File: src/rtl/max_pool_ctrl_if.sv
// Pixel-in / pooled-pixel-out bundle for max_pool_ctrl, plus soft clear and frame pulse.
// Latency: none (wires only).
// Backpressure: in_valid/in_ready upstream, out_valid/out_ready downstream.
interface max_pool_ctrl_if #(
    parameter int BITWIDTH = 8
);
    logic                clear;
    logic                in_valid;
    logic                in_ready;
    logic [BITWIDTH-1:0] in_data;
    logic                out_valid;
    logic                out_ready;
    logic [BITWIDTH-1:0] out_data;
    logic                out_last;
    logic                frame_done;

    // Pooling block side
    modport slave (
        input  clear, in_valid, in_data, out_ready,
        output in_ready, out_valid, out_data, out_last, frame_done
    );

    // Stream source / sink side
    modport master (
        output clear, in_valid, in_data, out_ready,
        input  in_ready, out_valid, out_data, out_last, frame_done
    );
endinterface

File: src/rtl/max_pool_ctrl.sv
// Streaming POOLxPOOL stride-POOL max-pooling over a raster IMG_W x IMG_H pixel stream.
// Latency: pooled pixel is valid the cycle after the window's bottom-right pixel is accepted.
// Backpressure: a held (unaccepted) output stalls input; clear drops the partial frame and any pending output.
module max_pool_ctrl #(
    parameter int BITWIDTH = 8,
    parameter int IMG_W    = 28,
    parameter int IMG_H    = 28,
    parameter int POOL     = 2
) (
    input  logic           clk,
    input  logic           rstn,
    max_pool_ctrl_if.slave bus
);
    localparam int NG = IMG_W / POOL;
    localparam int CW = $clog2(IMG_W);
    localparam int RW = $clog2(IMG_H);
    localparam int PW = $clog2(POOL);
    localparam int GW = (NG > 1) ? $clog2(NG) : 1;

    localparam logic [CW-1:0] COL_LAST = CW'(IMG_W - 1);
    localparam logic [RW-1:0] ROW_LAST = RW'(IMG_H - 1);
    localparam logic [PW-1:0] WIN_LAST = PW'(POOL - 1);

    generate
        if ((IMG_W % POOL) != 0 || (IMG_H % POOL) != 0 || POOL < 2 || POOL > 4) begin : g_bad_cfg
            $error("max_pool_ctrl: IMG_W/IMG_H must be multiples of POOL and POOL must be 2..4");
        end
    endgenerate

    function automatic logic [BITWIDTH-1:0] umax(input logic [BITWIDTH-1:0] a,
                                                 input logic [BITWIDTH-1:0] b);
        return (a > b) ? a : b;
    endfunction

    // Position counters; cx/ry/g shadow col%POOL, row%POOL, col/POOL without dividers.
    logic [CW-1:0]       r_col;
    logic [RW-1:0]       r_row;
    logic [PW-1:0]       r_cx;
    logic [PW-1:0]       r_ry;
    logic [GW-1:0]       r_g;
    logic [BITWIDTH-1:0] r_hmax;
    logic [BITWIDTH-1:0] r_lbuf [NG];

    logic                r_rdy_en;
    logic                r_out_valid;
    logic [BITWIDTH-1:0] r_out_data;
    logic                r_out_last;
    logic                r_frame_done;

    logic                w_accept;
    logic                w_handoff;
    logic                w_cx_last;
    logic                w_ry_last;
    logic                w_produce;
    logic                w_frame_end;
    logic [BITWIDTH-1:0] w_h;
    logic [BITWIDTH-1:0] w_lb;
    logic [BITWIDTH-1:0] w_win_max;

    // r_rdy_en keeps in_ready low while reset is asserted.
    assign bus.in_ready   = r_rdy_en && !bus.clear && (!r_out_valid || bus.out_ready);
    assign w_accept       = bus.in_valid && bus.in_ready;
    assign w_handoff      = r_out_valid && bus.out_ready;
    assign w_cx_last      = (r_cx == WIN_LAST);
    assign w_ry_last      = (r_ry == WIN_LAST);
    assign w_produce      = w_accept && w_cx_last && w_ry_last;
    assign w_frame_end    = (r_row == ROW_LAST) && (r_col == COL_LAST);

    // Running horizontal max including the current pixel; cx==0 starts a fresh window column.
    assign w_h       = (r_cx == '0) ? bus.in_data : umax(r_hmax, bus.in_data);
    assign w_lb      = r_lbuf[r_g];
    // Row 0 of a window seeds the line buffer; later rows fold in the stored partial max.
    assign w_win_max = (r_ry == '0) ? w_h : umax(w_lb, w_h);

    assign bus.out_valid  = r_out_valid;
    assign bus.out_data   = r_out_data;
    assign bus.out_last   = r_out_last;
    assign bus.frame_done = r_frame_done;

    // Advance raster position and window sub-counters on each accepted pixel.
    always_ff @(posedge clk or negedge rstn) begin
        if (!rstn) begin
            r_col    <= '0;
            r_row    <= '0;
            r_cx     <= '0;
            r_ry     <= '0;
            r_g      <= '0;
            r_hmax   <= '0;
            r_rdy_en <= 1'b0;
        end else begin
            r_rdy_en <= 1'b1;
            if (bus.clear) begin
                r_col  <= '0;
                r_row  <= '0;
                r_cx   <= '0;
                r_ry   <= '0;
                r_g    <= '0;
                r_hmax <= '0;
            end else if (w_accept) begin
                r_hmax <= w_h;
                if (r_col == COL_LAST) begin
                    r_col <= '0;
                    r_cx  <= '0;
                    r_g   <= '0;
                    r_ry  <= w_ry_last ? '0 : r_ry + PW'(1);
                    r_row <= (r_row == ROW_LAST) ? '0 : r_row + RW'(1);
                end else begin
                    r_col <= r_col + CW'(1);
                    if (w_cx_last) begin
                        r_cx <= '0;
                        r_g  <= r_g + GW'(1);
                    end else begin
                        r_cx <= r_cx + PW'(1);
                    end
                end
            end
        end
    end

    // Store the partial window max for every window row except the last; no reset needed.
    always_ff @(posedge clk) begin
        if (w_accept && w_cx_last && !w_ry_last) begin
            r_lbuf[r_g] <= w_win_max;
        end
    end

    // Registered output stage: load on window completion, hold while stalled, drop after handoff.
    always_ff @(posedge clk or negedge rstn) begin
        if (!rstn) begin
            r_out_valid  <= 1'b0;
            r_out_data   <= '0;
            r_out_last   <= 1'b0;
            r_frame_done <= 1'b0;
        end else if (bus.clear) begin
            r_out_valid  <= 1'b0;
            r_out_last   <= 1'b0;
            r_frame_done <= 1'b0;
        end else begin
            r_frame_done <= w_handoff && r_out_last;
            if (w_produce) begin
                r_out_valid <= 1'b1;
                r_out_data  <= w_win_max;
                r_out_last  <= w_frame_end;
            end else if (w_handoff) begin
                r_out_valid <= 1'b0;
                r_out_last  <= 1'b0;
            end
        end
    end
endmodule

File: src/flat_wrapper.sv
// flat-port wrapper written by rule: the top's interface ports become plain ports
module max_pool_ctrl_flat 
#(
    parameter int BITWIDTH = 8,
    parameter int IMG_W    = 28,
    parameter int IMG_H    = 28,
    parameter int POOL     = 2
)
  (clk, rstn, bus_clear, bus_in_valid, bus_in_data, bus_out_ready, bus_in_ready, bus_out_valid, bus_out_data, bus_out_last, bus_frame_done);
  max_pool_ctrl_if #(.BITWIDTH(BITWIDTH)) bus_i ();
  input  logic clk;
  input  logic rstn;
  input wire logic [$bits(bus_i.clear)-1:0] bus_clear;
  input wire logic [$bits(bus_i.in_valid)-1:0] bus_in_valid;
  input wire logic [$bits(bus_i.in_data)-1:0] bus_in_data;
  input wire logic [$bits(bus_i.out_ready)-1:0] bus_out_ready;
  output wire logic [$bits(bus_i.in_ready)-1:0] bus_in_ready;
  output wire logic [$bits(bus_i.out_valid)-1:0] bus_out_valid;
  output wire logic [$bits(bus_i.out_data)-1:0] bus_out_data;
  output wire logic [$bits(bus_i.out_last)-1:0] bus_out_last;
  output wire logic [$bits(bus_i.frame_done)-1:0] bus_frame_done;
  assign bus_i.clear = bus_clear;
  assign bus_i.in_valid = bus_in_valid;
  assign bus_i.in_data = bus_in_data;
  assign bus_i.out_ready = bus_out_ready;
  assign bus_in_ready = bus_i.in_ready;
  assign bus_out_valid = bus_i.out_valid;
  assign bus_out_data = bus_i.out_data;
  assign bus_out_last = bus_i.out_last;
  assign bus_frame_done = bus_i.frame_done;
  max_pool_ctrl #(.BITWIDTH(BITWIDTH), .IMG_W(IMG_W), .IMG_H(IMG_H), .POOL(POOL)) u_core (.clk(clk), .rstn(rstn), .bus(bus_i));
endmodule
File: config.mk
export PLATFORM = sky130hd
export DESIGN_NAME = max_pool_ctrl_flat
export DESIGN_NICKNAME = d
export VERILOG_FILES = /design/src/rtl/max_pool_ctrl_if.sv /design/src/rtl/max_pool_ctrl.sv /design/src/flat_wrapper.sv
export SDC_FILE = /design/constraint.sdc
export NUM_CORES = 1
export LEC_CHECK = 0
export CAP_MARGIN = 5
export CORE_MARGIN = 4
export CORE_UTILIZATION = 35
export CTS_CLUSTER_SIZE = 25
export DETAILED_ROUTE_END_ITERATION = 10
export RECOVER_POWER = 100
export SLEW_MARGIN = 25
export SYNTH_ARGS = -nofsm -noshare
export SYNTH_HDL_FRONTEND = slang
export SYNTH_SLANG_ARGS = --single-unit
File: constraint.sdc
create_clock -name clk -period 4.1 [get_ports clk]
set_clock_uncertainty 0.05 [all_clocks]
set_input_delay 0.82 -clock clk [delete_from_list [all_inputs] [get_ports clk]]
set_output_delay 0.82 -clock clk [all_outputs]
set_load 0.005 [all_outputs]
==> impl_summary.log <==
[metrics] Avg Synthesized Cell Area: 14.3 um2
[metrics] wirelength, routed: 16.6 mm
[metrics] count of clock tree sinks: 148
[metrics] total power: 3.37 mW
[metrics] setup ws final: 0.0852 ns
[metrics] synthesized area: around 0.0067 mm2
[metrics] number of register bits inferred by synthesis: between 100 and 150
[metrics] cell with the most instances after synthesis: edfxtp_1
[metrics] post-synth top area cell: edfxtp_1
[metrics] result of the run: complete, but fails checks
[metrics] Placed Instance Area: ~0.008 mm2
[metrics] synthesized netlist cell count: 472
[metrics] post-synthesis to final-layout area growth: 30.3%
[metrics] Final ANT Viol Nets: 0
[metrics] Initial Util: 35.8%
[metrics] Final Hold Vio Count: 0
[metrics] max-slew violations: 37
[metrics] post-detailed-route via-to-cell ratio: between 5 and 6
[metrics] # setup viols final: 0
[metrics] Cells after DPL: ~800
[metrics] maxcap violations: 1
[metrics] post-route standard cell area excluding fillers: 0.00878 mm2
[metrics] minimum clock period after layout: 4.01 ns
[metrics] Ant. Diodes: 0
[metrics] later-pin clock latency in the skew report: 0.42 ns
[metrics] drc violations: 0
[metrics] maximum number of pins on one net before global-route repair: 37
[metrics] worst min-delay path class: reg2reg
[metrics] Die Y-Extent: 147 um
[metrics] CP startpoint: bus_in_data[1]
[metrics] CP arrival: 4.27 ns
[metrics] num rows: 50
[metrics] cell depth of the worst flop-to-flop path: 19
[metrics] crit start category: input pin
[metrics] net total in the final layout: 627
[metrics] number of antenna violations at the first check in global routing: 0
[metrics] IO Count: 25
[metrics] cell at the root of the clock tree: clkbuf_16
[metrics] Post-synth ARST share: 24.3%
[metrics] synth warn: 0
[metrics] Crit Path Category: in2reg
[metrics] CTS tree: built
[metrics] overflow left after global routing: 0
[metrics] slew at the pin closest to its max-slew limit: 2.06 ns
[metrics] routability congestion estimate from global placement: 0.825
[metrics] H-tree depth: 4
[metrics] most common library cells after synthesis: 112 x edfxtp_1, 39 x nand2_1, 37 x nor2_1
[metrics] clk slew on worst S/H paths: 0.06 ns
[metrics] Post-synth top flop: edfxtp_1
[metrics] routed via count: approximately 4400
[metrics] register-to-register setup slack: 0.15 ns
[metrics] violations in the final reports: capacitance limit, slew limit
[metrics] Max Fclk: 0.249 GHz
[metrics] standard cell core area: ~0.019 mm2
[metrics] final worst path period share: a little over nine tenths
[metrics] Worst slew margin: -37.2%
[metrics] Inserted Clock Buffers: 17
[metrics] maximum count of clock buffers along a single path: 2
[metrics] non-filler cells in the finished layout: 867
[metrics] top cells by area, synth: edfxtp_1 50%, dfrtp_1 13%, mux4_2 7.7%, mux2i_1 4.0%, ha_1 3.7%
[metrics] via count of the first global-routing pass: 4469
[metrics] maximum VDD drop: 0.375 mV
[metrics] number of enable flip-flop cells after synthesis: 112
[metrics] detailed placement HPWL: 11.1 mm
[metrics] Layout Utilization: approximately 47%
[metrics] fraction of layout cells with a size suffix above 1: 30.0%
[metrics] input/output buffers: 24
[metrics] total negative slack for setup checks: 0 ns
[metrics] number of library cell types mapped by synthesis: 53
[metrics] overall track demand over capacity in global routing: 15.7%
[metrics] Hold-fix buffers, CTS: 0
[metrics] crit-path max FO: 5
[metrics] start point of the worst min-delay path: u_core.bus.out_data[3]
[metrics] endpoint of the worst-slack reg-to-reg timing path: u_core.bus.out_data[0]
[metrics] worst hold slack: 0.441 ns
[metrics] Die X-Extent: 147 um
[metrics] post-detailed-route wirelength per cell: 19.2 um
[metrics] Synth top area share: 49.9%
[metrics] first drt pass iteration count: 5
[metrics] data required time at the worst endpoint: 4.36 ns
[metrics] number of violations reported at the end of detailed-routing iteration 0: 456
[metrics] Critical Path Sink: u_core.bus.out_data[0]
[metrics] Setup crit end kind: flop
[metrics] proportion of synthesized chip area in sequential cells: a little over three fifths
[metrics] setup slack after placement: -0.996 ns
[metrics] Mapped Nets: roughly 510
[metrics] worst r2r src: u_core.r_hmax[1]
[metrics] leakage component of the power: 3.18 nW
[metrics] wire length of the first global-routing pass: 25.7 mm
[metrics] power density cells: 384 mW/mm2
[metrics] full die area: about 0.022 mm2
==> placed cells by master (no fill, tap or decap), drive strengths merged, types with 3 or more instances in the layout <==
master | netlist | routed
o211ai | 7 | 7
o21a | 5 | 5
dfrtp | 36 | 36
nand4b | 4 | 4
nor3b | 4 | 4
inv | 17 | 18
clkbuf | 10 | 54
nand2b | 5 | 5
bufinv | 0 | 3
mux2 | 9 | 9
clkinvlp | 0 | 4
nand2 | 39 | 39
mux4 | 24 | 24
nor2 | 38 | 38
o21ai | 21 | 21
nand3 | 13 | 13
a21oi | 30 | 30
clkinv | 0 | 6
edfxtp | 112 | 112
buf | 9 | 71
and2 | 4 | 4
nand3b | 7 | 7
dlygate4sd3 | 0 | 14
mux2i | 27 | 27
ha | 20 | 20
and3 | 4 | 4
==> what timing repair did <==
item	in CTS	in global routing
setup endpoints to repair	104	115
buffers inserted	15	7
pin swaps	17	20
cloned	1	0
hold endpoints to repair	0	0
gates resized for setup	51	42
==> cells by family after synthesis <==
kind of cell,synth area share (%)
buffers and inverters,2.38
AND/OR/NAND/NOR,9.61
XOR/XNOR,0.260
multiplexers,13.6
other,0.0557
flip-flops,63.3
AO/OA/AOI/OAI,7.06
adder cells (fa/ha/maj),3.72
==> flip-flops by register name (all words and copies together) (netlist names), 4 cells and up <==
signal               count
u_core.r_row             5
u_core.r_g               4
u_core.r_hmax            8
u_core.bus.out_data      8
u_core.r_lbuf          112
u_core.r_col             5
==> power breakdown <==
part | internal (mW) | leakage [nW] | switching, mW
logic | 0.0841 | 1.40 | 0.0963
clock network | 0.951 | 0.280 | 0.602
registers | 1.62 | 1.50 | 0.00995
==> final cells by class <==
| cell class | instances | area (um2) |
|---|---|---|
| Clock buffer | 18 | 429 |
| Clock inverter | 14 | 161 |
| Fill cell | 1640 | 10100 |
| Inverter | 17 | 63.8 |
| Multi-Input combinational cell | 288 | 2590 |
| Sequential cell | 148 | 4270 |
| Tap cell | 260 | 325 |
| Timing Repair Buffer | 122 | 938 |
==> layer usage <==
layer / share of wire [%] / global-route usage, %
met4: 1.3 / 4.19
met1: 45 / 21.7
met5: 0 / 0
met2: 49 / 25.0
met3: 4.9 / 3.86
==> worst min path at each step <==
stage                             end  slack (ns)  cells after the start
5_1_grt        u_core.bus.out_data[0]        0.49                      1
6_report       u_core.bus.out_data[3]        0.44                      1
3_5_place_dp   u_core.bus.out_data[3]        0.43                      1
4_1_cts        u_core.bus.out_data[3]        0.45                      1
3_3_place_gp   u_core.bus.out_data[0]        0.43                      1
2_1_floorplan  u_core.bus.out_data[1]        0.43                      2
==> worst max-delay path, stage by stage <==
cell,delay (ns)
clkbuf_2,0.10
inv_1,0.08
ha_4,0.20
and4_1,0.20
nand3b_1,0.20
a21oi_2,0.22
nor2_4,0.08
buf_4,0.14
buf_6,0.11
mux2i_4,0.19
ha_4,0.29
nand3_4,0.07
nor2_4,0.16
nand2_2,0.09
buf_4,0.16
a211oi_4,0.23
o21ai_4,0.16
buf_6,0.16
mux2i_4,0.18
buf_12,0.15
mux2_4,0.26
(Power assumes the default switching activity.)
